<file path="src/rtl/record_frame_ctrl.sv">
// record_frame_ctrl: frames UART bytes into 32-byte market-data records.
// Each record carries the cycle-counter times of its first and last byte.
module record_frame_ctrl #(
    parameter int TIMEOUT_CYCLES = 1000,
    parameter int CNT_W          = 16
) (
    input  logic             clk,
    input  logic             rst,
    input  logic             uart_rx_valid,
    input  logic [7:0]       uart_rx_data,
    output logic             rec_valid,
    input  logic             rec_ready,
    output logic [63:0]      rec_ts_ns,
    output logic [63:0]      rec_update_id,
    output logic [7:0]       rec_side,
    output logic [31:0]      rec_price,
    output logic [31:0]      rec_qty,
    output logic             rec_pad_err,
    output logic [63:0]      rec_t_first,
    output logic [63:0]      rec_t_last,
    output logic [31:0]      rec_count,
    output logic [CNT_W-1:0] drop_count,
    output logic [CNT_W-1:0] timeout_count,
    output logic             busy
);
    localparam int WD_W = (TIMEOUT_CYCLES > 2) ? $clog2(TIMEOUT_CYCLES) : 1;

    typedef enum logic [1:0] {IDLE, COLLECT, HOLD} state_t;

    state_t          r_state, w_next;
    logic [63:0]     r_cyc, r_t0;
    logic [4:0]      r_idx;
    logic [WD_W-1:0] r_wd;
    logic [247:0]    r_sh;
    logic [255:0]    w_full;
    logic            w_take, w_done, w_abort, w_drop, w_hs;

    // the last 31 accepted bytes plus the incoming one form the whole record
    assign w_full    = {uart_rx_data, r_sh};
    assign rec_valid = (r_state == HOLD);
    assign busy      = (r_state != IDLE);

    always_ff @(posedge clk or posedge rst) begin
        if (rst) r_state <= IDLE;
        else     r_state <= w_next;
    end

    always_comb begin
        w_next  = r_state;
        w_take  = 1'b0;
        w_done  = 1'b0;
        w_abort = 1'b0;
        w_drop  = 1'b0;
        w_hs    = 1'b0;
        case (r_state)
            IDLE: begin
                w_take = uart_rx_valid;
                w_next = uart_rx_valid ? COLLECT : IDLE;
            end
            COLLECT: begin
                w_take  = uart_rx_valid;
                w_done  = uart_rx_valid && (r_idx == 5'd31);
                w_abort = !uart_rx_valid && (r_wd == WD_W'(TIMEOUT_CYCLES - 1));
                w_next  = w_done ? HOLD : (w_abort ? IDLE : COLLECT);
            end
            HOLD: begin
                w_hs   = rec_ready;
                w_take = rec_ready && uart_rx_valid;
                w_drop = !rec_ready && uart_rx_valid;
                w_next = rec_ready ? (uart_rx_valid ? COLLECT : IDLE) : HOLD;
            end
            default: w_next = IDLE;
        endcase
    end

    always_ff @(posedge clk or posedge rst) begin
        if (rst) begin
            r_cyc         <= '0;
            r_t0          <= '0;
            r_idx         <= '0;
            r_wd          <= '0;
            r_sh          <= '0;
            rec_ts_ns     <= '0;
            rec_update_id <= '0;
            rec_side      <= '0;
            rec_price     <= '0;
            rec_qty       <= '0;
            rec_pad_err   <= 1'b0;
            rec_t_first   <= '0;
            rec_t_last    <= '0;
            rec_count     <= '0;
            drop_count    <= '0;
            timeout_count <= '0;
        end else begin
            r_cyc <= r_cyc + 64'd1;
            r_wd  <= (w_take || r_state != COLLECT) ? '0 : r_wd + WD_W'(1);
            r_idx <= w_take ? ((r_state == COLLECT) ? r_idx + 5'd1 : 5'd1) : (w_abort ? '0 : r_idx);
            if (w_take) r_sh <= w_full[255:8];
            if (w_take && r_state != COLLECT) r_t0 <= r_cyc;
            if (w_done) begin
                rec_ts_ns     <= w_full[63:0];
                rec_update_id <= w_full[127:64];
                rec_side      <= w_full[135:128];
                rec_price     <= w_full[167:136];
                rec_qty       <= w_full[199:168];
                rec_pad_err   <= |w_full[255:200];
                rec_t_first   <= r_t0;
                rec_t_last    <= r_cyc;
            end
            if (w_hs) rec_count <= rec_count + 32'd1;
            if (w_drop && drop_count != {CNT_W{1'b1}}) drop_count <= drop_count + CNT_W'(1);
            if (w_abort && timeout_count != {CNT_W{1'b1}}) timeout_count <= timeout_count + CNT_W'(1);
        end
    end
endmodule

</file>
<file path="config.mk">
export PLATFORM = sky130hd
export DESIGN_NAME = record_frame_ctrl
export DESIGN_NICKNAME = d
export VERILOG_FILES = /design/src/rtl/record_frame_ctrl.sv
export SDC_FILE = /design/constraint.sdc
export NUM_CORES = 1
export LEC_CHECK = 0
export ABC_AREA = 1
export CAP_MARGIN = 20
export CORE_ASPECT_RATIO = 0.6
export CORE_UTILIZATION = 59
export CTS_CLUSTER_SIZE = 40
export DETAILED_ROUTE_END_ITERATION = 10
export DONT_BUFFER_PORTS = 1
export PLACE_DENSITY_LB_ADDON = 0.3
export REMOVE_ABC_BUFFERS = 1
export SYNTH_ARGS = -nofsm -noshare
export SYNTH_HDL_FRONTEND = slang
export SYNTH_SLANG_ARGS = --single-unit
</file>
<file path="constraint.sdc">
create_clock -name clk -period 35.4 [get_ports clk]
set_input_delay 3.54 -clock clk [delete_from_list [all_inputs] [get_ports clk]]
set_output_delay 3.54 -clock clk [all_outputs]
set_load 0.01 [all_outputs]
</file>
==> impl_results.md, run 1 <==
* Setup_tns at 0 ps
* Worst-path cell chain: inv_1, nor2_4, o21ai_4, buf_4, buf_4, buf_4, o21ai_0
* Post-CTS Setup Inserts at 0
* Max Clock Freq at about 0.17 GHz
* Headroom to the max-slew limit at 0.2409
* YS warnings at 0
* DRT Pass-1 Iters at 5
* Syn Area/Cell at 8.874 um2
* First-pass GRT wire length at roughly 120000 um
* FF-to-FF path depth at 7
* Nets at 3582
* Compound-Gate Fraction of Synth Area at 0.1005
* Most common cell in the netlist: nand2_1
* Clk slew on worst S/H paths at 60 ps
* DP Worst Slack at 28830 ps
* Top-level I/O count at 407
* Routed Wire Length at ~75000 um
* Hpwl dp at 51990 um
* Initial antenna violation count at 0
* Share of layout cells above drive strength 1 at 0.04094
* Post-synth ARST share at 1.000
* Post-Synth Adder-Cell Area at 0.002726
* Nature of the critical path startpoint: input pin
* CP peak stage delay at ~870 ps
* Total congestion overflow at 0
* Post-synth cell types at 34
* RSZ-0062 raised after global routing: false
* CP Capture Type: register
* Sw power at about 0.00045 W
* Endpoints failing hold at 0
* Core ar. at between 50000 and 60000 um2
* Final Skew at 17.87 ps
* EDFF count, synth at 0
* Starting DRT DRC Count at roughly 2100
* HP Start: r_sh[3]$_DFFE_PP0P_
* Hold EP: rec_ts_ns[3]$_DFFE_PP0P_
* Most common cell on crit path: buf_4
* Root Buffer Master: clkbuf_16
* Slowest CP cell: buf_4
* Crit share post-route at 0.1692
* Hold Path Stages at 2
* Worst Path Arrival at about 6400 ps
* Pin count of the biggest net entering global routing at 233
* Synthesized instance count at about 3600
* Crit Path Class: input pin to register
* Max H-tree Level at 3
* Row count at 65
* Clock buffer depth at 3
* CP startpoint: rec_ready
* Flop2flop setup slack at about 32000 ps
* Worst min path class: register to register
* Synth area leader: dfrtp_1
* P per Cell Area at 54.12 nW/um2
* Via/cell ratio at 5.415
* Largest fanout on the critical path at 122
* Total vias in the final route at approximately 23000
* Largest family of logic cells by synthesized area: simple AND/OR/NAND/NOR gates
* Most frequent cells after synthesis: nand2_1 (1161), dfrtp_1 (786), inv_1 (424)
* Synth Area in XOR/XNOR at 0.01772
* Ranking of synthesized cells by area: dfrtp_1 (61%), nand2_1 (14%), inv_1 (5.0%)
* Post-CTS Resized at 0
* FILL cells at between 4000 and 5000
* Fin. max-slew vios at 0
* CP delay by family, top: buffers and inverters
* Max Cap Viol at 0
* Internal power at around 0.0014 W
* Mapped cell area at roughly 32000 um2
* Top cell type's share of synthesized area at 0.6121
* Clock Sinks at between 700 and 800
* # DRC at 0
* Post-route setup slack at just under 30000 ps
* Ys flop type: dfrtp_1
* Die area at about 55000 um2
* TritonCTS Buffers at 69
* Critical path buffers and inverters at 4
* Final setup fails at 0
* Register share of total power at 0.529
* Vias in the first global route at 21700
* Synthesis-to-finish area growth at 8.084%
* Crit path time final at about 6000 ps
* Final ANT Viol Nets at 0
* Worst r2r dst: r_sh[20]$_DFFE_PP0P_
* Final Core Density at 0.6530
* Die Y at 182.8 um
* CP required at around 36000 ps
* Worst-Skew Late Latency at approximately 600 ps
* Status: finished clean
* Post-CTS Hold Fix Bufs at 0
* Sequential share of the synthesized area at 0.6121
* Number of port buffers at 0
* Drt wl/cell at between 15 and 20 um
* Initial Utilization at 0.6041
* Comb power frac at 0.063
* Worst r2r src: r_state[1]$_DFF_PP0_
* Diodes inserted at 0
* Leakage Power at between 15 and 20 nW
* CTS tree: done
* Synthesized flop and latch total at just under 800
* Final RePlAce weighted congestion at 1.003
* Worst-Margin Slew at about 1100 ps
* Die X-Extent at roughly 300 um
* GRT Util Overall at 0.2752
* Clock power share at 0.408
* Max VDD drop at approximately 0.000034 V
* Sw Share at 0.2421
* Simple-gate share of the synthesized area at 0.1921
* Mux contribution to synthesized area at 0
[registers in the layout, indices dropped and copies added (netlist names), 32 cells and up]
register       cells
rec_count         32
r_sh             248
rec_qty           32
r_cyc             64
r_t0              64
rec_ts_ns         64
rec_update_id     64
rec_t_last        64
rec_price         32
rec_t_first       64
[power groups by stage]
stage	Clock [W]	Combinational (W)	Sequential (W)
floorplan	0	0.0000921	0.00100
global placement	0	0.000115	0.00101
detailed placement	0	0.000120	0.00101
CTS	0.000782	0.000121	0.000993
global route	0.000816	0.000142	0.00100
finish	0.000768	0.000118	0.000994
[logic make-up (layout without fill, tap and decap cells)]
group                    Yosys count  after routing
flip-flops                       786            786
adder cells (fa/ha/maj)            7              7
XOR/XNOR                          65             65
AND/OR/NAND/NOR                 1544           1544
AO/OA/AOI/OAI                    642            642
buffers and inverters            577            571
[worst max-delay path by stage]
stage	endpoint	cells past startpoint
2_1_floorplan	drop_count[0]$_DFFE_PP0P_	1
3_3_place_gp	r_sh[60]$_DFFE_PP0P_	7
3_5_place_dp	r_sh[20]$_DFFE_PP0P_	7
4_1_cts	r_sh[143]$_DFFE_PP0P_	7
5_1_grt	r_sh[102]$_DFFE_PP0P_	8
6_report	r_sh[20]$_DFFE_PP0P_	7
[placed cells by master (no fill, tap or decap), types with 3 or more instances in the layout]
cell type and instances:
a21oi_1 5, buf_4 16, bufinv_16 5, clkbuf_1 14, clkbuf_16 70, clkbuf_8 12, clkinv_2 13, clkinv_8 3
dfrtp_1 786, ha_1 7, inv_1 423, nand2_1 1161, nand3_1 80, nand3b_1 8, nand4_1 47, nor2_1 227
nor2_4 4, nor2_8 3, nor3_1 5, o21ai_0 317, o21ai_1 317, xnor2_1 15, xor2_1 50
[per-stage QoR]
| stage | instance area (um2) | total power, W | std cells | hold slack, ps |
|---|---|---|---|---|
| 2_1_floorplan | 31340 | 0.001096 | 3473 | 442.7 |
| 3_3_place_gp | 32400 | 0.001124 | 4194 | 461.6 |
| 3_5_place_dp | 32400 | 0.001129 | 4194 | 459.4 |
| 4_1_cts | 34700 | 0.001897 | 4317 | 475.1 |
| 5_1_grt | 34730 | 0.001959 | 4318 | 499.7 |
| 6_report | 34730 | 0.001880 | 4318 | 476.4 |
[area by class of cell]
cell class                 count  area [um2]  share of cell area
clock buffer                  96        1969             0.05671
clock inverter                27       336.6            0.009691
inverter                     429        1628             0.04687
multi-input combinational   2258       10060              0.2897
sequential                   786       19670              0.5663
tap                          703       879.6             0.02533
timing repair buffer          19       187.7            0.005404
[per-layer routing]
metal  routed length, um  part of all wire  track usage
met1               35000              0.47       0.4232
met2               32020              0.43       0.3818
met3                6064             0.081      0.07522
met4                2082             0.028      0.07940
met5                   0                 0            0
[worst reg2reg max path, stage by stage, from the launching register on]
cell and delay [ps]:
dfrtp_1 470, nand2_2 150, nor2_4 110, o21ai_4 130, buf_4 550, buf_4 780
buf_4 920, o21ai_0 290
Power figures use the tool's default switching activity.
==> run 2: changes to the inputs <==
--- a/config.mk
+++ b/config.mk
@@ -8,7 +8,7 @@
 export ABC_AREA = 1
 export CAP_MARGIN = 20
 export CORE_ASPECT_RATIO = 0.6
-export CORE_UTILIZATION = 59
+export CORE_UTILIZATION = 57
 export CTS_CLUSTER_SIZE = 40
 export DETAILED_ROUTE_END_ITERATION = 10
 export DONT_BUFFER_PORTS = 1
==> constraint.sdc (replaced) <==
create_clock -name clk -period 5.5 [get_ports clk]
set_input_delay 0.55 -clock clk [delete_from_list [all_inputs] [get_ports clk]]
set_output_delay 0.55 -clock clk [all_outputs]
set_load 0.01 [all_outputs]
==> run 2 against run 1 <==
Against the previous run: flip-flop and latch count is the same; register-to-register slack worse by 29000 ps; worst setup slack got worse by 27000 ps; clock power rose to 6.4 times the previous value; clock skew is 14 ps higher; sequential share of layout area fell by 0.22 points; final area grew 0.39%; final cell count up 1.0%; global-route usage fell by 2.0 points; clock-buffer cell count is 6 higher; die area is 3.5% higher; worst hold slack got worse by 410 ps; highest routed layer unchanged.
==> impl_results.md, run 2 (synthesized netlist as in run 1, its figures left out) <==
* Total congestion overflow at 0 (unchanged)
* Core ar. at 54920 um2 (+3.2%)
* Max Clock Freq at between 0.3 and 0.4 GHz
* Max H-tree Level at 3 (unchanged)
* Max Cap Viol at 0 (unchanged)
* Crit share post-route at 0.5685
* Crit Path Class: register to register
* DP Cell Count at 4237 (+1.0%)
* Vias in the first global route at 20870 (-3.8%)
* Row count at 66 (+1.5%)
* Die area at 57360 um2 (+3.5%)
* CTS tree: done
* Max FFs per register at 248 (unchanged)
* Worst min path class: input pin to register
* Drt wl/cell at 16.61 um (-4.6%)
* Synthesis-to-finish area growth at 8.508%
* CP required at 6010 ps (-29820 ps)
* HP Start: uart_rx_data[4]
* Register name with the most flops: r_sh
* DP Worst Slack at 2494 ps (-26340 ps)
* Nets at 3581 (-0.028%)
* Fin. max-slew vios at 0 (unchanged)
* RSZ-0062 raised after global routing: false
* Final RePlAce weighted congestion at 0.9250 (-7.8%)
* Die X-Extent at 308.5 um (+1.7%)
* Post-CTS Setup Inserts at 0 (unchanged)
* Root Buffer Master: clkbuf_16
* Final Skew at 32.05 ps (+14.18 ps)
* Endpoints failing hold at 0 (unchanged)
* DRT Pass-1 Iters at 6 (+1)
* Total vias in the final route at 22810 (-2.4%)
* Post-route setup slack at 2373 ps (-27040 ps)
* Headroom to the max-slew limit at 0.2407 (about the same)
* Via/cell ratio at 5.230 (-3.4%)
* Worst r2r src: r_idx[0]$_DFFE_PP0P_
* Final setup fails at 0 (unchanged)
* Number of port buffers at 0 (unchanged)
* Status: finished clean
* Top-level I/O count at 407 (unchanged)
* Final non-filler cell total at 4362 (+1.0%)
* Starting DRT DRC Count at 1919 (-10%)
* Clock buffer depth at 3 (unchanged)
* Pin count of the biggest net entering global routing at 211 (-9.4%)
* Hold Path Stages at 2 (unchanged)
* Routed Wire Length at 72450 um (-3.6%)
* # DRC at 0 (unchanged)
* TritonCTS Buffers at 70 (+1.4%)
* Initial Utilization at 0.5851 (-0.01899)
* First-pass GRT wire length at 115200 um (-3.8%)
* Worst r2r dst: rec_ts_ns[54]$_DFFE_PP0P_
* Worst-Skew Late Latency at 620 ps (+20 ps)
* CP Capture Type: register
* Diodes inserted at 0 (unchanged)
* Post-CTS Resized at 0 (unchanged)
* Clock Sinks at 786 (unchanged)
* Worst-Margin Slew at 1139 ps (+0.2133 ps)
* Nature of the critical path startpoint: register
* FF-to-FF path depth at 10 (+3)
* Most frequent cells in the layout: nand2_1 (1161), dfrtp_1 (786), inv_1 (423)
* Final ANT Viol Nets at 0 (unchanged)
* Hold EP: r_sh[244]$_DFFE_PP0P_
* Worst Path Arrival at 3640 ps (-2780 ps)
* Hpwl dp at 49640 um (-4.5%)
* Max VDD drop at 0.0002599 V (+660%)
* P per Cell Area at 346.6 nW/um2 (+540%)
* Flop2flop setup slack at 2370 ps (-29470 ps)
* Largest fanout on the critical path at 194 (+59%)
* Initial antenna violation count at 0 (unchanged)
* GRT Util Overall at 0.2547 (-0.02050)
* Setup_tns at 0 ps (unchanged)
* Die Y at 185.9 um (+1.7%)
* Most common cell after layout, fill and taps aside: nand2_1
* Crit path time final at 3127 ps
* Clk slew on worst S/H paths at 70 ps (about the same)
* Share of layout cells above drive strength 1 at 0.04095 (about the same)
* Fin Hold WS at 71.13 ps (-405.3 ps)
* Leakage Power at 15.97 nW (+0.18%)
==> run 2: changes by cell type in the layout (fill, tap and decap cells not counted), sizes merged <==
| cell | delta |
|---|---|
| bufinv | -2 |
| buf | -3 |
| clkinv | -3 |
| clkbuf | +6 |
| dlygate4sd3 | +1 |
==> run 2: final cells by class <==
type,count,area [um2]
Fill cell,4530,20050
Timing Repair Buffer,17,255.2
Sequential cell,786,19670
Multi-Input combinational cell,2258,10060
Clock buffer,102,2083
Clock inverter,22,235.2
Inverter,429,1628
Tap cell,748,935.9
==> run 2: worst max-delay path by stage <==
stage	from	endpoint	slack, ps	cells after the start
floorplan	rst	drop_count[0]$_DFFE_PP0P_	-17120	1
global placement	r_idx[0]$_DFFE_PP0P_	rec_ts_ns[46]$_DFFE_PP0P_	2590	10
detailed placement	r_idx[0]$_DFFE_PP0P_	rec_ts_ns[46]$_DFFE_PP0P_	2490	10
CTS	r_idx[0]$_DFFE_PP0P_	rec_ts_ns[54]$_DFFE_PP0P_	2470	10
global route	r_idx[0]$_DFFE_PP0P_	rec_ts_ns[54]$_DFFE_PP0P_	2170	10
finish	r_idx[0]$_DFFE_PP0P_	rec_ts_ns[54]$_DFFE_PP0P_	2370	10
==> run 2: timing repair <==
item / 4_1_cts / 5_1_grt
hold buffers: 1 / 0
endpoints found under the hold margin: 109 / 0
endpoints found under the setup margin: 0 / 0
==> run 2: layer usage <==
| layer | share of wire | routed length [um] | GRT usage |
|---|---|---|---|
| met5 | 0 | 0 | 0 |
| met4 | 0.029 | 2087 | 0.08020 |
| met3 | 0.070 | 5047 | 0.06137 |
| met2 | 0.43 | 31010 | 0.3676 |
| met1 | 0.47 | 34300 | 0.3797 |
==> run 2: through the flow <==
stage               area, um2  utilization  total power (W)
global route            34870       0.6349          0.01263
CTS                     34870       0.6349          0.01221
finish                  34870       0.6349          0.01209
floorplan               31340            -         0.007055
global placement        32540       0.5925         0.007228
detailed placement      32540       0.5925         0.007265
==> run 2: power breakdown <==
group          internal (W)  switching (W)  total, W
Combinational      0.000223       0.000540  0.000763
Clock               0.00279        0.00214   0.00493
Sequential          0.00618       0.000216   0.00639
==> run 2: worst max-delay path, stage by stage (launching register included) <==
cell	delay, ps
dfrtp_1	390
ha_1	210
nand2_1	80
nor2_1	50
ha_1	170
nand2_1	170
nor2_8	160
inv_8	620
buf_12	510
nand2_1	120
o21ai_1	140
